$ cat config.mk
export PLATFORM = sky130hd
export DESIGN_NAME = image_pingpong_ctrl
export DESIGN_NICKNAME = d
export VERILOG_FILES = /design/src/rtl/image_pingpong_ctrl.sv
export SDC_FILE = /design/constraint.sdc
export NUM_CORES = 1
export LEC_CHECK = 0
export BUFFER_PORTS_ARGS = -buffer_cell sky130_fd_sc_hd__buf_2
export CELL_PAD_IN_SITES_DETAIL_PLACEMENT = 2
export CELL_PAD_IN_SITES_GLOBAL_PLACEMENT = 2
export CORE_ASPECT_RATIO = 1.75
export CORE_MARGIN = 10
export CORE_UTILIZATION = 26
export DETAILED_ROUTE_END_ITERATION = 12
export PLACE_DENSITY = 0.88
export SYNTH_ARGS = -nofsm -noshare
export SYNTH_HDL_FRONTEND = slang
export SYNTH_SLANG_ARGS = --single-unit
export TNS_END_PERCENT = 1
$ cat constraint.sdc
create_clock -name clk -period 2.95 [get_ports clk]
set_input_delay 0.59 -clock clk [delete_from_list [all_inputs] [get_ports clk]]
set_output_delay 0.59 -clock clk [all_outputs]
set_load 0.01 [all_outputs]
$ cat src/rtl/image_pingpong_ctrl.sv
// Ping-pong scheduler for the two image buffers (m0/m1): tracks per-buffer
// fill/drain state and emits the cfg words that steer the image block.
module image_pingpong_ctrl #(
  parameter int                    CFG_DWIDTH  = 32,
  parameter int                    CFG_AWIDTH  = 5,
  parameter logic [CFG_AWIDTH-1:0] ADDR_IMG_WR = CFG_AWIDTH'(1),
  parameter logic [CFG_AWIDTH-1:0] ADDR_IMG_RD = CFG_AWIDTH'(2)
) (
  input  logic                  clk,
  input  logic                  rst,
  input  logic                  wr_start_val,
  output logic                  wr_start_rdy,
  input  logic                  wr_done,
  input  logic                  rd_start_val,
  output logic                  rd_start_rdy,
  input  logic                  rd_done,
  output logic [CFG_DWIDTH-1:0] cfg_data,
  output logic [CFG_AWIDTH-1:0] cfg_addr,
  output logic                  cfg_valid,
  output logic [3:0]            buf_state,
  output logic                  err
);

  typedef enum logic [1:0] {
    EMPTY    = 2'd0,
    FILLING  = 2'd1,
    FULL     = 2'd2,
    DRAINING = 2'd3
  } buf_state_e;

  buf_state_e st_q [2];
  buf_state_e st_d [2];

  logic wr_sel_q, wr_sel_d;
  logic rd_sel_q, rd_sel_d;
  logic wr_busy_q, wr_busy_d;
  logic rd_busy_q, rd_busy_d;
  logic wr_pend_q, wr_pend_d;
  logic rd_pend_q, rd_pend_d;
  logic err_q, err_d;
  logic cfg_valid_q, cfg_valid_d;
  logic [CFG_AWIDTH-1:0] cfg_addr_q, cfg_addr_d;
  logic [CFG_DWIDTH-1:0] cfg_data_q, cfg_data_d;

  logic wr_acc;
  logic rd_acc;

  // Readiness looks only at registered state, so a same-cycle done cannot open the gate.
  assign wr_start_rdy = ~wr_busy_q & ~wr_pend_q & (st_q[wr_sel_q] == EMPTY);
  assign rd_start_rdy = ~rd_busy_q & ~rd_pend_q & (st_q[rd_sel_q] == FULL);
  assign wr_acc       = wr_start_val & wr_start_rdy;
  assign rd_acc       = rd_start_val & rd_start_rdy;

  always_comb begin
    st_d[0]     = st_q[0];
    st_d[1]     = st_q[1];
    wr_sel_d    = wr_sel_q;
    rd_sel_d    = rd_sel_q;
    wr_busy_d   = wr_busy_q;
    rd_busy_d   = rd_busy_q;
    wr_pend_d   = wr_pend_q;
    rd_pend_d   = rd_pend_q;
    err_d       = err_q;
    cfg_valid_d = 1'b0;
    cfg_addr_d  = cfg_addr_q;
    cfg_data_d  = cfg_data_q;

    if (wr_acc) begin
      st_d[wr_sel_q] = FILLING;
      wr_busy_d      = 1'b1;
      wr_pend_d      = 1'b1;
    end
    if (wr_done) begin
      if (wr_busy_q) begin
        st_d[wr_sel_q] = FULL;
        wr_sel_d       = ~wr_sel_q;
        wr_busy_d      = 1'b0;
      end else begin
        err_d = 1'b1;
      end
    end

    if (rd_acc) begin
      st_d[rd_sel_q] = DRAINING;
      rd_busy_d      = 1'b1;
      rd_pend_d      = 1'b1;
    end
    if (rd_done) begin
      if (rd_busy_q) begin
        st_d[rd_sel_q] = EMPTY;
        rd_sel_d       = ~rd_sel_q;
        rd_busy_d      = 1'b0;
      end else begin
        err_d = 1'b1;
      end
    end

    // A command accepted this cycle issues at this edge; WR wins, RD waits one cycle.
    if (wr_pend_q | wr_acc) begin
      cfg_valid_d = 1'b1;
      cfg_addr_d  = ADDR_IMG_WR;
      cfg_data_d  = {{(CFG_DWIDTH-1){1'b0}}, wr_sel_q};
      wr_pend_d   = 1'b0;
    end else if (rd_pend_q | rd_acc) begin
      cfg_valid_d = 1'b1;
      cfg_addr_d  = ADDR_IMG_RD;
      cfg_data_d  = {{(CFG_DWIDTH-1){1'b0}}, rd_sel_q};
      rd_pend_d   = 1'b0;
    end
  end

  always_ff @(posedge clk or posedge rst) begin
    if (rst) begin
      st_q[0]     <= EMPTY;
      st_q[1]     <= EMPTY;
      wr_sel_q    <= 1'b0;
      rd_sel_q    <= 1'b0;
      wr_busy_q   <= 1'b0;
      rd_busy_q   <= 1'b0;
      wr_pend_q   <= 1'b0;
      rd_pend_q   <= 1'b0;
      err_q       <= 1'b0;
      cfg_valid_q <= 1'b0;
      cfg_addr_q  <= '0;
      cfg_data_q  <= '0;
    end else begin
      st_q[0]     <= st_d[0];
      st_q[1]     <= st_d[1];
      wr_sel_q    <= wr_sel_d;
      rd_sel_q    <= rd_sel_d;
      wr_busy_q   <= wr_busy_d;
      rd_busy_q   <= rd_busy_d;
      wr_pend_q   <= wr_pend_d;
      rd_pend_q   <= rd_pend_d;
      err_q       <= err_d;
      cfg_valid_q <= cfg_valid_d;
      cfg_addr_q  <= cfg_addr_d;
      cfg_data_q  <= cfg_data_d;
    end
  end

  assign cfg_valid = cfg_valid_q;
  assign cfg_addr  = cfg_addr_q;
  assign cfg_data  = cfg_data_q;
  assign err       = err_q;
  assign buf_state = {st_q[1], st_q[0]};

endmodule
==> impl_results.md, run 1 <==
* Fin Setup TNS at 0 ns
* Ys Warns at 0
* Drt pass-1 iters at 3
* Number of synthesized flops with an enable pin at 0
* CTS tree: yes
* Status: finished, final reports clean
* First-pass GRT wire length at 4410 µm
* Yosys top cell by area: dfrtp_1
* Critical Path End Type: output pin
* CTS Hold Bufs at 0
* Clock root buffer master: clkbuf_8
* Number of max-cap violations at 0
* Synth cell types at 28
* Worst path cell trace: or3b_4 -> a211oi_1 -> buf_2
* Total Routing Usage GR at 8.31%
* Diodes inserted at 0
* Placed cell count at 165
* Global route overflow at 0
* Iter 0 DRT Violations at 7
* Clock Pin Slew Worst Setup and Hold Paths at 0.06 ns
* WL final at 2700 µm
* RSZ-0062 raised after global routing: false
* Final worst path period need at 2.14 ns
* Post-CTS setup buffer count at 0
* Yosys top cell area share at 38.6%
* Pwr/cell area at 957 nW/µm²
* Via count at 668
* Storage element area at 375 µm²
* Max Slew Vio Count at 0
* Lkg Pwr at between 0.5 and 0.6 nW
* Starting Density at 26.8%
* # port buffers at 16
* Design Power at about 0.00097 W
* Detail Route Antenna Nets at 0
* Worst VDD drop at 0.357 mV
* DP HPWL at 2280 µm
* Post-Synthesis Cells at 105
* Clk_skew at slightly below 0.003 ns
* Average vias per placed instance at 3.95
* Post-CTS Resized at 0
* Synth Register Bits at 15
* Final non-filler cell total at between 150 and 200
* Hold Path Class: input port to async pin
* Clock latency on the worst-skew pair at 0.25 ns
* Actual slew at the worst max-slew pin at 0.597 ns
* Fin crit share at 72.7%
* Core ar. at 3630 µm²
* Area Overhead vs Synth at 4.24%
* Fillers at 444
* Wire length per cell at 16.0 µm
* Max Freq at 467 MHz
* Max-slew headroom at 60.2%
* Gpl congestion at 0.814
* FP Rows at 29
* Largest register FFs at 4
* Die area at 6690 µm²
* Synth cell count leaders: buf_4 (34), dfrtp_1 (15), inv_1 (9)
* Register area share after synthesis at 38.6%
* CP arrival at 1.55 ns
* Ratio of cells with drive above 1 in the final layout at 19.5%
* IO Count at 51
* CP max-delay cell: dfrtp_1
* DRC at 0
* Asr flop ratio synth at 100%
* Mapped Area at 973 µm²
* Vias in the first global route at 812
* Area of the multi-input gates at 422 µm²
* Crit path kind: register to output pin
* Top FF cell, synth: dfrtp_1
* Die width at ~66 µm
* Mean post-synth cell area at 9.27 µm²
* Endpoints failing hold at 0
* Largest net degree at the start of global routing at 16
* Worst path max stage delay at 0.48 ns
* Initial antenna violation count at 0
* # setup viols final at 0
* Critical path launch point type: register
* Num CTS Buffers at 3
* Worst Path Required at 2.36 ns
* Clock tree buffer depth at 2
* Worst-path fanout max at 8
* Die height at 101 µm
* CTS Sinks at 15
* H-tree depth at 1
* Nets@finish at 130
* Count leader, synth: buf_4
* Top post-synthesis cells by area: dfrtp_1 (39%), buf_4 (26%), inv_1 (3.5%)
per-stage QoR:
| stage | instance area [µm²] | hold slack [ns] | utilization, % | setup WS (ns) |
|---|---|---|---|---|
| finish | 1010 | 0.403 | 28.0 | 0.807 |
| global route | 1010 | 0.452 | 28.0 | 0.753 |
| CTS | 1010 | 0.420 | 28.0 | 0.807 |
| detailed placement | 968 | 0.488 | 26.7 | 1.08 |
| global placement | 968 | 0.467 | 26.7 | 1.11 |
| floorplan | 1100 | 0.491 | - | 1.13 |
cells by family (layout without fill, tap and decap cells):
family	count (synthesis)	in the layout	synth area share [%]
buffers and inverters	45	29	31.2
and+or+nand+nor	23	23	11.2
AOI/OAI and AO/OA	17	17	14.7
DFF	15	15	38.6
xor gates and xnor gates	2	2	1.80
muxes	2	2	2.19
other	1	35	0.385
path summary, 6_finish.rpt:
| check | cells after the start | start | slack [ns] | endpoint |
|---|---|---|---|---|
| max in group asynchronous | 2 | rst | 2.16 | buf_state[3] |
| worst min-delay path | 2 | rst | 0.40 | cfg_valid |
| worst min register to register | 2 | err | 0.49 | err |
| worst max register to register | 4 | rd_sel_q | 1.22 | cfg_data[0] |
| worst max-delay path | 3 | rd_sel_q | 0.81 | rd_start_rdy |
| min in group clk | 2 | err | 0.49 | err |
critical path: cells and delay by family, from the launching register on:
kind	cells	cell delay (ns)
buffers and inverters	1	0.17
AO/OA/AOI/OAI	1	0.21
flip-flops	1	0.48
AND/OR/NAND/NOR	1	0.45
routing by layer:
layer | wire, µm | up-vias | global-route usage (%)
met5 | 0 | - | 0
met4 | 28 | 0 | 3.08
met3 | 239 | 4 | 3.01
met2 | 1440 | 36 | 14.8
met1 | 997 | 321 | 8.45
li1 | - | 307 | -
layout make-up:
cell class | count | area share (%)
clock inverters | 1 | 0.493
flip-flops and latches | 15 | 37.0
multi-input cells | 79 | 41.6
repair buffers | 16 | 7.89
inverters | 9 | 3.33
clock buffers | 3 | 4.07
well taps | 46 | 5.67
power breakdown:
| part | switching, W | internal (W) |
|---|---|---|
| combinational | 0.000225 | 0.000171 |
| sequential | 0.000117 | 0.000291 |
| clock | 0.0000740 | 0.0000935 |
placed cells by master, fill, tap and decap left out:
cell	instances
a31o_2	1
a21bo_2	1
inv_1	9
nand3b_1	1
o2bb2ai_1	1
nor2_1	8
dfrtp_1	15
nand3_1	2
conb_1	35
xnor2_1	2
a21boi_0	1
buf_2	16
clkinv_2	1
o21ai_0	1
a2bb2oi_1	2
nand2_1	6
o22ai_1	1
nor3_1	4
mux2i_1	1
a211oi_1	1
a2111oi_4	1
a21oi_1	4
clkbuf_8	3
or3b_4	1
o31a_1	1
nor3b_1	1
mux2_1	1
a21o_1	2
Power figures use the tool's default switching activity.
==> inputs of run 2 (changes only) <==
--- a/config.mk
+++ b/config.mk
@@ -5,14 +5,15 @@
 export SDC_FILE = /design/constraint.sdc
 export NUM_CORES = 1
 export LEC_CHECK = 0
+export ABC_AREA = 1
 export BUFFER_PORTS_ARGS = -buffer_cell sky130_fd_sc_hd__buf_2
 export CELL_PAD_IN_SITES_DETAIL_PLACEMENT = 2
 export CELL_PAD_IN_SITES_GLOBAL_PLACEMENT = 2
 export CORE_ASPECT_RATIO = 1.75
 export CORE_MARGIN = 10
-export CORE_UTILIZATION = 26
+export CORE_UTILIZATION = 24
 export DETAILED_ROUTE_END_ITERATION = 12
-export PLACE_DENSITY = 0.88
+export PLACE_DENSITY = 0.84
 export SYNTH_ARGS = -nofsm -noshare
 export SYNTH_HDL_FRONTEND = slang
 export SYNTH_SLANG_ARGS = --single-unit
==> constraint.sdc (replaced) <==
create_clock -name clk -period 2.1 [get_ports clk]
set_input_delay 0.42 -clock clk [delete_from_list [all_inputs] [get_ports clk]]
set_output_delay 0.42 -clock clk [all_outputs]
set_load 0.01 [all_outputs]
==> run 2 against run 1 <==
  * First-iteration DRC count decreased by 57%
  * Sequential share of layout area decreased by 0.93 points
  * Worst setup slack got worse by 0.44 ns
==> impl_results.md, run 2 <==
* Status: finished, final reports clean
* Fin Setup TNS at 0 ns (unchanged)
* Iter 0 DRT Violations at 3 (-4)
* Worst path max stage delay at 0.55 ns (+0.07 ns)
* Critical path launch point type: register
* Critical Path End Type: output pin
* FF-to-FF Start: wr_sel_q
* Adder-Cell Fraction of Synth Area at 0% (unchanged)
* Largest net degree at the start of global routing at 16 (unchanged)
* Fillers at 485 (+9.2%)
* Clock latency on the worst-skew pair at 0.24 ns (about the same)
* CP max-delay cell: dfrtp_1
* FF-to-FF setup slack at 0.75 ns (-0.47 ns)
* Synth cell count leaders: buf_4 (34), dfrtp_1 (15), nand2_1 (13)
* WL final at 2780 µm (+2.9%)
* Worst-path fanout max at 9 (+1)
* Top FF cell, synth: dfrtp_1
* Post-CTS setup buffer count at 0 (unchanged)
* FP Rows at 30 (+3.4%)
* Post-Synthesis Cells at 119 (+13%)
* Max-slew headroom at 62.0% (+1.8 points)
* DP HPWL at 2430 µm (+6.9%)
* H-tree depth at 1 (unchanged)
* Via count at 732 (+9.6%)
* Pwr/cell area at 1310 nW/µm² (+37%)
* Worst Path Required at 1.68 ns (-0.68 ns)
* Post-Synth Simple-Gate Area at 22.3% (+11 points)
* Vias in the first global route at 944 (+16%)
* Hold Path Class: input port to async pin
* Worst path cell trace: nand3_1 -> a21boi_0 -> buf_2
* Number of synthesized flops with an enable pin at 0 (unchanged)
* CTS Hold Bufs at 0 (unchanged)
* Cell depth of the worst flop-to-flop path at 7 (+3)
* First-pass GRT wire length at 4480 µm (+1.6%)
* DRC at 0 (unchanged)
* Commonest non-fill, non-tap cell in the layout: conb_1
* # setup viols final at 0 (unchanged)
* Ratio of cells with drive above 1 in the final layout at 25.4% (+5.9 points)
* Gpl congestion at 0.817 (+0.29%)
* # port buffers at 16 (unchanged)
* Number of max-cap violations at 0 (unchanged)
* Count leader, synth: buf_4
* Register area share after synthesis at 37.7% (-0.82 points)
* Clk_skew at 0.00201 ns (-0.000883 ns)
* Synth cell types at 22 (-21%)
* Most frequent cells in the layout: conb_1 (35), buf_2 (16), dfrtp_1 (15)
* Yosys top cell area share at 37.7% (-0.82 points)
* Post-layout util at 26.4% (-1.6 points)
* Global route overflow at 0 (unchanged)
* Lkg Pwr at 0.568 nW (+8.5%)
* Max Slew Vio Count at 0 (unchanged)
* Mux share of post-synthesis cell area at 0% (-2.2 points)
* Mean post-synth cell area at 8.36 µm² (-9.8%)
* Top post-synthesis cells by area: dfrtp_1 (38%), buf_4 (26%), nand2_2 (5.0%)
* Clock root buffer master: clkbuf_8
* Initial antenna violation count at 0 (unchanged)
* CP arrival at 1.32 ns (-0.23 ns)
* Largest register FFs at 4 (unchanged)
* Worst R2R End: cfg_data[0]
* Final worst path period need at 1.74 ns
* Average vias per placed instance at 3.94 (-0.43%)
* Wire length per cell at 15.0 µm (-6.5%)
* Clock Pin Slew Worst Setup and Hold Paths at 0.06 ns (about the same)
* Total Routing Usage GR at 8.00% (-0.31 points)
* Core ar. at 3940 µm² (+8.6%)
* Worst VDD drop at 0.468 mV (+31%)
* Num CTS Buffers at 3 (unchanged)
* Max Freq at 575 MHz
* CTS tree: yes
* RSZ-0062 raised after global routing: false
* Die height at 105 µm (+4.2%)
* Post-synthesis compound-gate area fraction at 6.29% (-8.4 points)
* Actual slew at the worst max-slew pin at 0.569 ns (-0.0273 ns)
* Xor/xnor cell area share of the yosys netlist at 0.881% (-0.92 points)
* Drt pass-1 iters at 4 (+1)
* IO Count at 51 (unchanged)
* Crit path kind: register to output pin
* Mapped Area at 995 µm² (+2.2%)
* Area of the multi-input gates at 424 µm² (+0.59%)
* Die area at 7220 µm² (+8.0%)
* Area Overhead vs Synth at 4.65%
* Asr flop ratio synth at 100% (unchanged)
* Starting Density at 25.2% (-1.6 points)
* Detail Route Antenna Nets at 0 (unchanged)
* Post-CTS Resized at 0 (unchanged)
* Worst path bufs/invs at 1 (unchanged)
* Fin crit share at around 83%
* Nets@finish at 145 (+12%)
* Clock tree buffer depth at 2 (unchanged)
* Endpoints failing hold at 0 (unchanged)
* Storage element area at 375 µm² (unchanged)
* Diodes inserted at 0 (unchanged)
* Worst path top cell family by delay: flip-flops
* Ys Warns at 0 (unchanged)
* Die width at 68.7 µm (+3.6%)
* Largest family of logic cells by synthesized area: buffers and inverters
* Yosys top cell by area: dfrtp_1
* CTS Sinks at 15 (unchanged)
* Synth Register Bits at 15 (unchanged)
==> run 2: cell types whose count changed after synthesis, moves of 3 or more <==
cell | previous run | this run
nand2_2 | 0 | 8
nor3_1 | 4 | 0
o21ai_0 | 1 | 4
inv_2 | 0 | 3
inv_1 | 9 | 12
a21oi_1 | 4 | 1
nand3_1 | 2 | 7
nand2_1 | 6 | 13
==> run 2: through the flow <==
step	total power (W)	hold slack [ns]	cell area [µm²]	instances	setup slack, ns
after floorplan	0.000971	0.321	1120	153	0.745
after global placement	0.00109	0.455	996	182	0.666
after detailed placement	0.00115	0.494	996	182	0.601
after CTS	0.00139	0.250	1040	186	0.335
after global routing	0.00148	0.277	1040	186	0.193
final	0.00136	0.227	1040	186	0.362
==> run 2: worst max-delay path by stage <==
stage | startpoint | endpoint | depth (start not counted)
after floorplan | wr_sel_q | wr_start_rdy | 4
after global placement | wr_sel_q | wr_start_rdy | 3
after detailed placement | wr_sel_q | wr_start_rdy | 3
after CTS | wr_sel_q | wr_start_rdy | 3
after global routing | wr_sel_q | wr_start_rdy | 3
final | wr_sel_q | wr_start_rdy | 3
==> run 2: cells by family (layout without fill, tap and decap cells) <==
| logic type | after synthesis | after routing |
|---|---|---|
| buf+inv | 50 | 35 |
| xor+xnor | 1 | 1 |
| simple gates | 42 | 42 |
| compound gates | 10 | 10 |
| flops | 15 | 15 |
| other cells | 1 | 35 |
==> run 2: layout make-up <==
type / count / area share [%]
well taps: 48 / 5.77
flip-flops and latches: 15 / 36.1
multi-input cells: 88 / 40.7
repair buffers: 16 / 7.69
clock buffers: 4 / 4.33
inverters: 15 / 5.41
==> run 2: metal layers <==
| layer | share of wire [%] | track usage [%] | up-vias |
|---|---|---|---|
| li1 | - | - | 338 |
| met1 | 31 | 6.81 | 358 |
| met2 | 58 | 14.9 | 30 |
| met3 | 8.1 | 3.10 | 6 |
| met4 | 2.5 | 3.76 | 0 |
| met5 | 0 | 0 | - |
==> run 2: where the power goes <==
part           internal [W]  leakage (nW)  switching (W)
clock              0.000134        0.0228      0.0000956
sequential         0.000402         0.178       0.000132
combinational      0.000204         0.367       0.000393
